$ cat config.mk
export PLATFORM = sky130hd
export DESIGN_NAME = mul_seq_unit
export DESIGN_NICKNAME = d
export VERILOG_FILES = /design/src/rtl/mul_seq_unit_pkg.sv /design/src/rtl/cla_xlen.sv /design/src/rtl/mul_seq_unit.sv
export SDC_FILE = /design/constraint.sdc
export NUM_CORES = 1
export LEC_CHECK = 0
export BUFFER_PORTS_ARGS = -buffer_cell sky130_fd_sc_hd__buf_2
export CORE_MARGIN = 8
export CORE_UTILIZATION = 50
export DETAILED_ROUTE_END_ITERATION = 6
export MAX_ROUTING_LAYER = met4
export PLACE_DENSITY = 0.7
export SKIP_LAST_GASP = 1
export SYNTH_ARGS = -nofsm -noshare
export SYNTH_HDL_FRONTEND = slang
export SYNTH_SLANG_ARGS = --single-unit
export TNS_END_PERCENT = 10
$ cat constraint.sdc
create_clock -name clk_i -period 6.8 [get_ports clk_i]
set_input_delay 0.34 -clock clk_i [delete_from_list [all_inputs] [get_ports clk_i]]
set_output_delay 0.34 -clock clk_i [all_outputs]
set_load 0.05 [all_outputs]
$ cat src/rtl/mul_seq_unit_pkg.sv
// Shared definitions for the iterative RV32M multiply unit:
// op encodings (funct3[1:0]), FSM states and operand signedness helpers.
package mul_seq_unit_pkg;

    typedef enum logic [1:0] {
        OP_MUL    = 2'b00,
        OP_MULH   = 2'b01,
        OP_MULHSU = 2'b10,
        OP_MULHU  = 2'b11
    } mul_op_e;

    typedef enum logic [2:0] {
        S_IDLE,
        S_PREP,
        S_CALC,
        S_FIXLO,
        S_FIXHI,
        S_DONE
    } state_e;

    function automatic logic rs1_signed(input mul_op_e op);
        return (op == OP_MULH) || (op == OP_MULHSU);
    endfunction

    function automatic logic rs2_signed(input mul_op_e op);
        return op == OP_MULH;
    endfunction

endpackage

$ cat src/rtl/cla_xlen.sv
// XLEN-bit adder built from 4-bit carry-lookahead slices, carries rippled
// between slices. Shared by the multiply unit and reusable by the ALU.
module cla_xlen #(
    parameter int XLEN = 32
) (
    input  logic [XLEN-1:0] term1_i,
    input  logic [XLEN-1:0] term2_i,
    input  logic            carry_i,
    output logic [XLEN-1:0] result_o,
    output logic            carry_o
);

    localparam int NS = XLEN / 4;

    logic [NS:0] cy;

    assign cy[0]   = carry_i;
    assign carry_o = cy[NS];

    for (genvar i = 0; i < NS; i++) begin : g_slice
        logic [3:0] p;
        logic [3:0] g;
        logic [3:0] c;

        assign p = term1_i[4*i +: 4] ^ term2_i[4*i +: 4];
        assign g = term1_i[4*i +: 4] & term2_i[4*i +: 4];

        assign c[0] = cy[i];
        assign c[1] = g[0] | (p[0] & c[0]);
        assign c[2] = g[1] | (p[1] & g[0]) | (p[1] & p[0] & c[0]);
        assign c[3] = g[2] | (p[2] & g[1]) | (p[2] & p[1] & g[0])
                    | (p[2] & p[1] & p[0] & c[0]);

        assign cy[i+1] = g[3] | (p[3] & g[2]) | (p[3] & p[2] & g[1])
                       | (p[3] & p[2] & p[1] & g[0])
                       | (p[3] & p[2] & p[1] & p[0] & c[0]);

        assign result_o[4*i +: 4] = p ^ c;
    end

endmodule

$ cat src/rtl/mul_seq_unit.sv
// Iterative shift-add RV32M multiplier (MUL/MULH/MULHSU/MULHU) sharing
// a single XLEN-bit CLA adder for negation, accumulation and fix-up.
module mul_seq_unit
    import mul_seq_unit_pkg::*;
#(
    parameter int XLEN = 32
) (
    input  logic            clk_i,
    input  logic            rst_ni,
    input  logic            valid_i,
    output logic            ready_o,
    input  logic [1:0]      op_i,
    input  logic [XLEN-1:0] rs1_i,
    input  logic [XLEN-1:0] rs2_i,
    output logic            valid_o,
    input  logic            ready_i,
    output logic [XLEN-1:0] result_o,
    output logic            busy_o
);

    localparam int CW = $clog2(XLEN);

    state_e          state;
    state_e          state_nx;
    mul_op_e         op;
    logic [CW-1:0]   cnt;
    logic [XLEN-1:0] hi;
    logic [XLEN-1:0] lo;
    logic [XLEN-1:0] mcand;
    logic            sgn1;
    logic            sgn2;
    logic            fix_c;
    logic            neg;

    logic [XLEN-1:0] add_a;
    logic [XLEN-1:0] add_b;
    logic            add_ci;
    logic [XLEN-1:0] sum;
    logic            add_c;

    assign neg     = sgn1 ^ sgn2;
    assign ready_o = (state == S_IDLE);
    assign busy_o  = (state != S_IDLE);

    cla_xlen #(.XLEN(XLEN)) u_add (
        .term1_i  (add_a),
        .term2_i  (add_b),
        .carry_i  (add_ci),
        .result_o (sum),
        .carry_o  (add_c)
    );

    always_comb begin
        state_nx = state;
        unique case (state)
            S_IDLE:  if (valid_i) state_nx = S_PREP;
            S_PREP:  state_nx = S_CALC;
            S_CALC:  if (cnt == '0) state_nx = S_FIXLO;
            S_FIXLO: state_nx = S_FIXHI;
            S_FIXHI: state_nx = S_DONE;
            S_DONE:  if (ready_i) state_nx = S_IDLE;
            default: state_nx = S_IDLE;
        endcase
    end

    // A negative multiplicand is added as ~mcand + 1, i.e. its magnitude,
    // so only the multiplier needs an explicit negation in PREP.
    always_comb begin
        add_a  = '0;
        add_b  = '0;
        add_ci = 1'b0;
        unique case (state)
            S_PREP: begin
                add_a  = ~lo;
                add_ci = 1'b1;
            end
            S_CALC: begin
                add_a  = hi;
                add_b  = sgn1 ? ~mcand : mcand;
                add_ci = sgn1;
            end
            S_FIXLO: begin
                add_a  = ~lo;
                add_ci = 1'b1;
            end
            S_FIXHI: begin
                add_a  = ~hi;
                add_ci = fix_c;
            end
            default: ;
        endcase
    end

    always_ff @(posedge clk_i) begin
        if (!rst_ni) begin
            state    <= S_IDLE;
            op       <= OP_MUL;
            cnt      <= '0;
            hi       <= '0;
            lo       <= '0;
            mcand    <= '0;
            sgn1     <= 1'b0;
            sgn2     <= 1'b0;
            fix_c    <= 1'b0;
            valid_o  <= 1'b0;
            result_o <= '0;
        end else begin
            state <= state_nx;
            unique case (state)
                S_IDLE: begin
                    if (valid_i) begin
                        op    <= mul_op_e'(op_i);
                        mcand <= rs1_i;
                        lo    <= rs2_i;
                        sgn1  <= rs1_signed(mul_op_e'(op_i)) & rs1_i[XLEN-1];
                        sgn2  <= rs2_signed(mul_op_e'(op_i)) & rs2_i[XLEN-1];
                    end
                end
                S_PREP: begin
                    hi  <= '0;
                    cnt <= CW'(XLEN - 1);
                    if (sgn2) lo <= sum;
                end
                S_CALC: begin
                    cnt <= cnt - 1'b1;
                    if (lo[0]) {hi, lo} <= {add_c, sum, lo[XLEN-1:1]};
                    else       {hi, lo} <= {1'b0, hi, lo[XLEN-1:1]};
                end
                S_FIXLO: begin
                    if (neg) begin
                        lo    <= sum;
                        fix_c <= add_c;
                    end
                end
                S_FIXHI: begin
                    if (neg) hi <= sum;
                    result_o <= (op == OP_MUL) ? lo : (neg ? sum : hi);
                    valid_o  <= 1'b1;
                end
                S_DONE: begin
                    if (ready_i) valid_o <= 1'b0;
                end
                default: ;
            endcase
        end
    end

endmodule

==> results of run 1 <==
## worst max-delay path, cell delays in order, from the launching register on
cell,delay [ps]
dfxtp_1,700
buf_4,280
nor2_1,100
nand2_1,690
buf_4,360
nor2_1,80
ha_1,330
nand4_1,240
inv_1,130
a221oi_1,100
o21ai_0,440
o2111ai_2,200
and2_1,200
fa_1,430
xnor2_1,380
mux2i_1,170
a211oi_1,250
a21oi_1,60
nor2_1,80
## how the worst min path moves through the flow
stage,from,to,cells past startpoint
after floorplan,op[1]$_SDFFE_PN0P_,op[1]$_SDFFE_PN0P_,2
after global placement,result_o[13]$_SDFFE_PN0N_,result_o[13]$_SDFFE_PN0N_,2
after detailed placement,result_o[13]$_SDFFE_PN0N_,result_o[13]$_SDFFE_PN0N_,2
after CTS,rs1_i[18],mcand[18]$_SDFFE_PN0P_,3
after global routing,rs1_i[21],mcand[21]$_SDFFE_PN0P_,3
final,rs1_i[18],mcand[18]$_SDFFE_PN0P_,3
## sequential cells by signal (all words and copies together), names as in the netlist, 2 cells and up
register	cells
hi	32
lo	32
cnt	5
state	3
result_o	32
mcand	32
op	2
## report_power, final
group	total, mW	leakage (nW)	internal, mW	switching [mW]
combinational	1.06	2.91	0.349	0.714
sequential	1.03	1.16	0.920	0.109
clock	1.03	0.309	0.628	0.400
total	3.12	4.37	1.90	1.22
## Yosys cell counts (8+ instances only)
| library cell | count | share of area, % |
|---|---|---|
| a2111oi_0 | 8 | 0.74 |
| a211oi_1 | 22 | 1.7 |
| a21o_1 | 20 | 1.6 |
| a21oi_1 | 170 | 9.0 |
| a221oi_1 | 15 | 1.4 |
| a222oi_1 | 9 | 0.95 |
| buf_1 | 20 | 0.79 |
| clkbuf_1 | 81 | 3.2 |
| dfxtp_1 | 142 | 30 |
| fa_1 | 8 | 1.7 |
| ha_1 | 35 | 4.6 |
| inv_1 | 39 | 1.5 |
| mux2_2 | 8 | 0.95 |
| mux2i_1 | 20 | 2.1 |
| nand2_1 | 168 | 6.7 |
| nand3_1 | 18 | 0.95 |
| nor2_1 | 190 | 7.5 |
| nor2b_1 | 17 | 1.1 |
| nor3_1 | 17 | 0.90 |
| o211ai_1 | 18 | 1.4 |
| o21ai_0 | 62 | 3.3 |
| o22a_1 | 8 | 0.74 |
| o22ai_1 | 58 | 3.8 |
| xnor2_1 | 43 | 4.0 |
| xor2_1 | 13 | 1.2 |
## layout make-up
type	count	share of cell area, %
multi-input cells	1006	57.0
inverters	40	1.42
clock inverters	12	1.73
well taps	234	2.72
flip-flops and latches	142	26.5
repair buffers	128	6.52
clock buffers	20	4.15
## stage by stage
stage               area (um2)  cells  hold slack (ps)  setup slack [ps]  utilization (%)
floorplan                 9460   1291              444              2140                -
CTS                      10800   1582              137              1550             57.7
global route             10800   1582              136              1130             57.7
detailed placement       10100   1550              441              1570             54.3
finish                   10800   1582              138              1470             57.7
global placement         10100   1550              436              1680             54.3
## layout by cell type, fill, tap and decap left out, drive strengths merged, types with 22 or more instances in the layout
| cell type | synthesis | routed |
|---|---|---|
| ha | 35 | 35 |
| o21ai | 64 | 64 |
| o22ai | 58 | 58 |
| dfxtp | 142 | 142 |
| a211oi | 22 | 22 |
| inv | 40 | 41 |
| buf | 22 | 128 |
| a21oi | 171 | 171 |
| nor2 | 190 | 190 |
| xnor2 | 44 | 44 |
| nand2 | 168 | 168 |
## cells by family after synthesis
logic type	Yosys count	share of synthesized area, %
simple gates	440	19.5
compound gates	436	29.6
buf+inv	143	5.70
flops	142	30.1
xor+xnor	59	5.70
fa+ha+maj	43	6.33
mux	28	3.07
## routing by layer
metal / track usage [%] / vias to the layer above
li1: - / 4672
met1: 38.3 / 4489
met2: 37.0 / 627
met3: 8.91 / 53
met4: 8.63 / 0
met5: - / -
==> impl_metrics.yaml, run 1 <==
placement:
  dp_hpwl_mm: 22.0
  place_congestion: 0.956
  io_buffers: 104
sta:
  setup_tns_ps: 0
  period_minus_slack_ps: 5330
  fin_skew_ps: 8.62
  slew_headroom_pct: 23.4
  setup_viol: 0
  finalHoldViolCount: 0
  slew_viol_final: 0
  finalCritPeriodShare_pct: 78.3
  fmax_mhz: 188
  rsz0062_at_grt: "false"
  max_slew.worst_pin.slew_ps: 1150
critical_path:
  cp.arrival_ps: 5690
  cp.required_ps: 7160
  worstSetupEndpointType: "register"
  critPathLaunch: "state[2]$_SDFFE_PN0P_"
  r2r_start: "state[2]$_SDFFE_PN0P_"
  setup.worst_path.class: "reg2reg"
  crit_fanout: 21
  startpoint_type: "register"
  rrSetupSlack_ps: 1470
  crit_path_end: "result_o[29]$_SDFFE_PN0N_"
  rr_endpoint: "result_o[29]$_SDFFE_PN0N_"
  reg2regPathDepth: 18
final_layout:
  drive_gt1_share_pct: 14.9
  layout.area.seq_um2: 2850
  multi_input_area_um2: 6130
  area_growth_pct: 13.7
  antenna_cells: 0
  nets: 1448
  fillCellCount: 1829
routing:
  route.vias.total: 9841
  drtPass1Iterations: 6
  first_iter_violations: 1290
  vias_per_cell: 6.22
  drc: 0
  top_layer: "met4"
  wl_met1_mm: 14.3
  drtAntennaViolNets: 0
  routed_wl_mm: 32.3
  wl_per_cell_um: 20.4
  wl_met2_mm: 12.8
  wl_met3_mm: 4.41
clocking:
  numCtsBuffers: 17
  clkLatencyLatePin_ps: 430
  cts_setup_buffers: 0
  cts_resized: 0
  cts_tree: "done"
  clockRootBuffer: "clkbuf_16"
  clockBufferDepth: 2
  htreeDepth: 4
  clock-sinks: 142
  clk_pin_slew_ps: 70
  ctsHoldBuffers: 0
power_and_ir_drop:
  power_density_nw_per_um2: 290
  ir_worst_vdd_v: 0.000178
  leakage_nw: 4.37
  fin_total_pwr_mw: 3.12
grt:
  grt_antenna_before_repair: 0
  grt_max_degree: 89
  grt_pass1_wl_mm: 50.7
  grt_pass1_vias: 8901
  grt_usage_pct: 27.6
  grt_overflow: 0
die:
  die_x_um: 154
  die_y_um: 154
  core_area_um2: 18600
  dieArea_um2: 23600
  start_util_pct: 50.7
  fp-row-count: 50
  io_pins: 105
logic_synthesis:
  seq_area_frac_synth_pct: 30.1
  synth-seq-cells: 142
  synthesis.nets: 1404
  ys.flop_type: "dfxtp_1"
  synth_edf_count: 0
  syn_inst: 1291
  ys_async_sr_fraction_pct: 0
  synth_area_um2: 9460
  syn_area_per_cell_um2: 7.32
  ys_types: 70
  synth_warnings: 0
flow_run:
  drv_cap: 0
min_path:
  hp-class: "in2reg"
outcome:
  status: "completed"
Note: power is estimated with default switching activity, not from simulation.
==> inputs of run 2 (changes only) <==
Clock period 6.8 ns to 5 ns, I/O delays scaled along.
==> run 2 against run 1 <==
Total power up 36%; design area up 0.40%; count of clock-buffer cells in the layout down 3; critical path type unchanged; critical endpoint is now result_o[21]$_SDFFE_PN0N_.
==> impl_metrics.yaml, run 2 (synthesis results as in run 1) <==
power_and_ir_drop:
  leakage_nw: 4.40
  ir_worst_vdd_v: 0.000259
  power_density_nw_per_um2: 392
  fin_total_pwr_mw: 4.23
grt:
  grt_max_degree: 82
  grt_overflow: 0
  grt_antenna_before_repair: 0
  grt_pass1_vias: 9260
  grt_usage_pct: 28.3
  grt_pass1_wl_mm: 52.1
clocking:
  numCtsBuffers: 17
  clk_pin_slew_ps: 60
  cts_setup_buffers: 0
  clockRootBuffer: "clkbuf_16"
  htreeDepth: 4
  cts_resized: 0
  clkLatencyLatePin_ps: 430
  cts_tree: "done"
  clock-sinks: 142
  ctsHoldBuffers: 0
  clockBufferDepth: 2
sta:
  slew_headroom_pct: 22.2
  setup_viol: 0
  finalCritPeriodShare_pct: 93.8
  period_minus_slack_ps: 4690
  max_slew.worst_pin.slew_ps: 1170
  whs_ps: 60.1
  finalHoldViolCount: 0
  fin_ws_ps: 311
  fmax_mhz: 213
  rsz0062_at_grt: "false"
  fin_skew_ps: 12.1
  slew_viol_final: 0
  setup_tns_ps: 0
die:
  fp-row-count: 50
  dieArea_um2: 23600
  core_area_um2: 18600
  die_x_um: 154
  io_pins: 105
  start_util_pct: 50.7
  die_y_um: 154
routing:
  drtPass1Iterations: 6
  route.vias.total: 9845
  drc: 0
  first_iter_violations: 1427
  drtAntennaViolNets: 0
  routed_wl_mm: 32.7
  vias_per_cell: 6.21
  wl_per_cell_um: 20.6
final_layout:
  final_area_um2: 10800
  drive_gt1_share_pct: 15.3
  nets: 1453
  fillCellCount: 1783
  final_cell_mix: "189 x nor2_1, 170 x a21oi_1, 167 x nand2_1"
  final_common_cell: "nor2_1"
  area_growth_pct: 14.2
  antenna_cells: 0
critical_path:
  cp.required_ps: 5360
  startpoint_type: "register"
  setup.worst_path.class: "reg2reg"
  cp.arrival_ps: 5050
  crit_fanout: 24
  worstSetupEndpointType: "register"
placement:
  dp_hpwl_mm: 22.6
  post-place-ws_ps: 476
  io_buffers: 104
  place_congestion: 0.961
  place_area_um2: 10200
outcome:
  status: "completed"
min_path:
  hp-class: "in2reg"
flow_run:
  drv_cap: 0
-- run 2: stage by stage --
| stage | cells | utilization [%] |
|---|---|---|
| 6_report | 1586 | 57.9 |
| 5_1_grt | 1586 | 57.9 |
| 4_1_cts | 1586 | 57.9 |
| 3_5_place_dp | 1555 | 54.6 |
| 3_3_place_gp | 1555 | 54.6 |
| 2_1_floorplan | 1291 | - |
-- run 2: final timing paths --
check                                          startpoint                         to  slack, ps  cells past startpoint
worst max-delay path                state[1]$_SDFFE_PN0P_  result_o[21]$_SDFFE_PN0N_        310                     16
worst min-delay path                             rs1_i[1]      mcand[1]$_SDFFE_PN0P_         60                      3
worst max register to register      state[1]$_SDFFE_PN0P_  result_o[21]$_SDFFE_PN0N_        310                     16
worst min register to register  result_o[31]$_SDFFE_PN0N_  result_o[31]$_SDFFE_PN0N_        450                      2
-- run 2: area by class of cell --
cell class | count | area [um2] | share of cell area (%)
multi-input combinational | 1006 | 6130 | 56.8
sequential | 142 | 2850 | 26.4
timing repair buffer | 133 | 763 | 7.07
clock buffer | 17 | 425 | 3.94
tap | 234 | 293 | 2.71
clock inverter | 14 | 188 | 1.74
inverter | 40 | 153 | 1.41
-- run 2: critical path, stage by stage (launching register included) --
cell and delay [ps]:
dfxtp_2 410, nor2b_4 580, a21oi_1 150, o22ai_1 250
ha_1 240, nand4_1 150, or3_4 460, a2111oi_4 420
o211ai_2 170, a31oi_4 220, a21oi_1 120, fa_1 440
xnor2_1 410, mux2i_1 180, a211oi_1 270, a21oi_1 70
nor2_1 90
-- run 2: where the power goes --
group / leakage, nW / internal [mW] / total [mW] / switching (mW)
clock: 0.303 / 0.833 / 1.36 / 0.527
combinational: 2.94 / 0.491 / 1.47 / 0.976
sequential: 1.16 / 1.25 / 1.41 / 0.154
-- run 2: layer usage --
metal	global-route usage (%)	vias up	share of wire, %
li1	-	4664	-
met1	40.3	4452	45
met2	38.1	677	40
met3	7.06	52	13
met4	8.96	0	2.1
met5	-	-	0
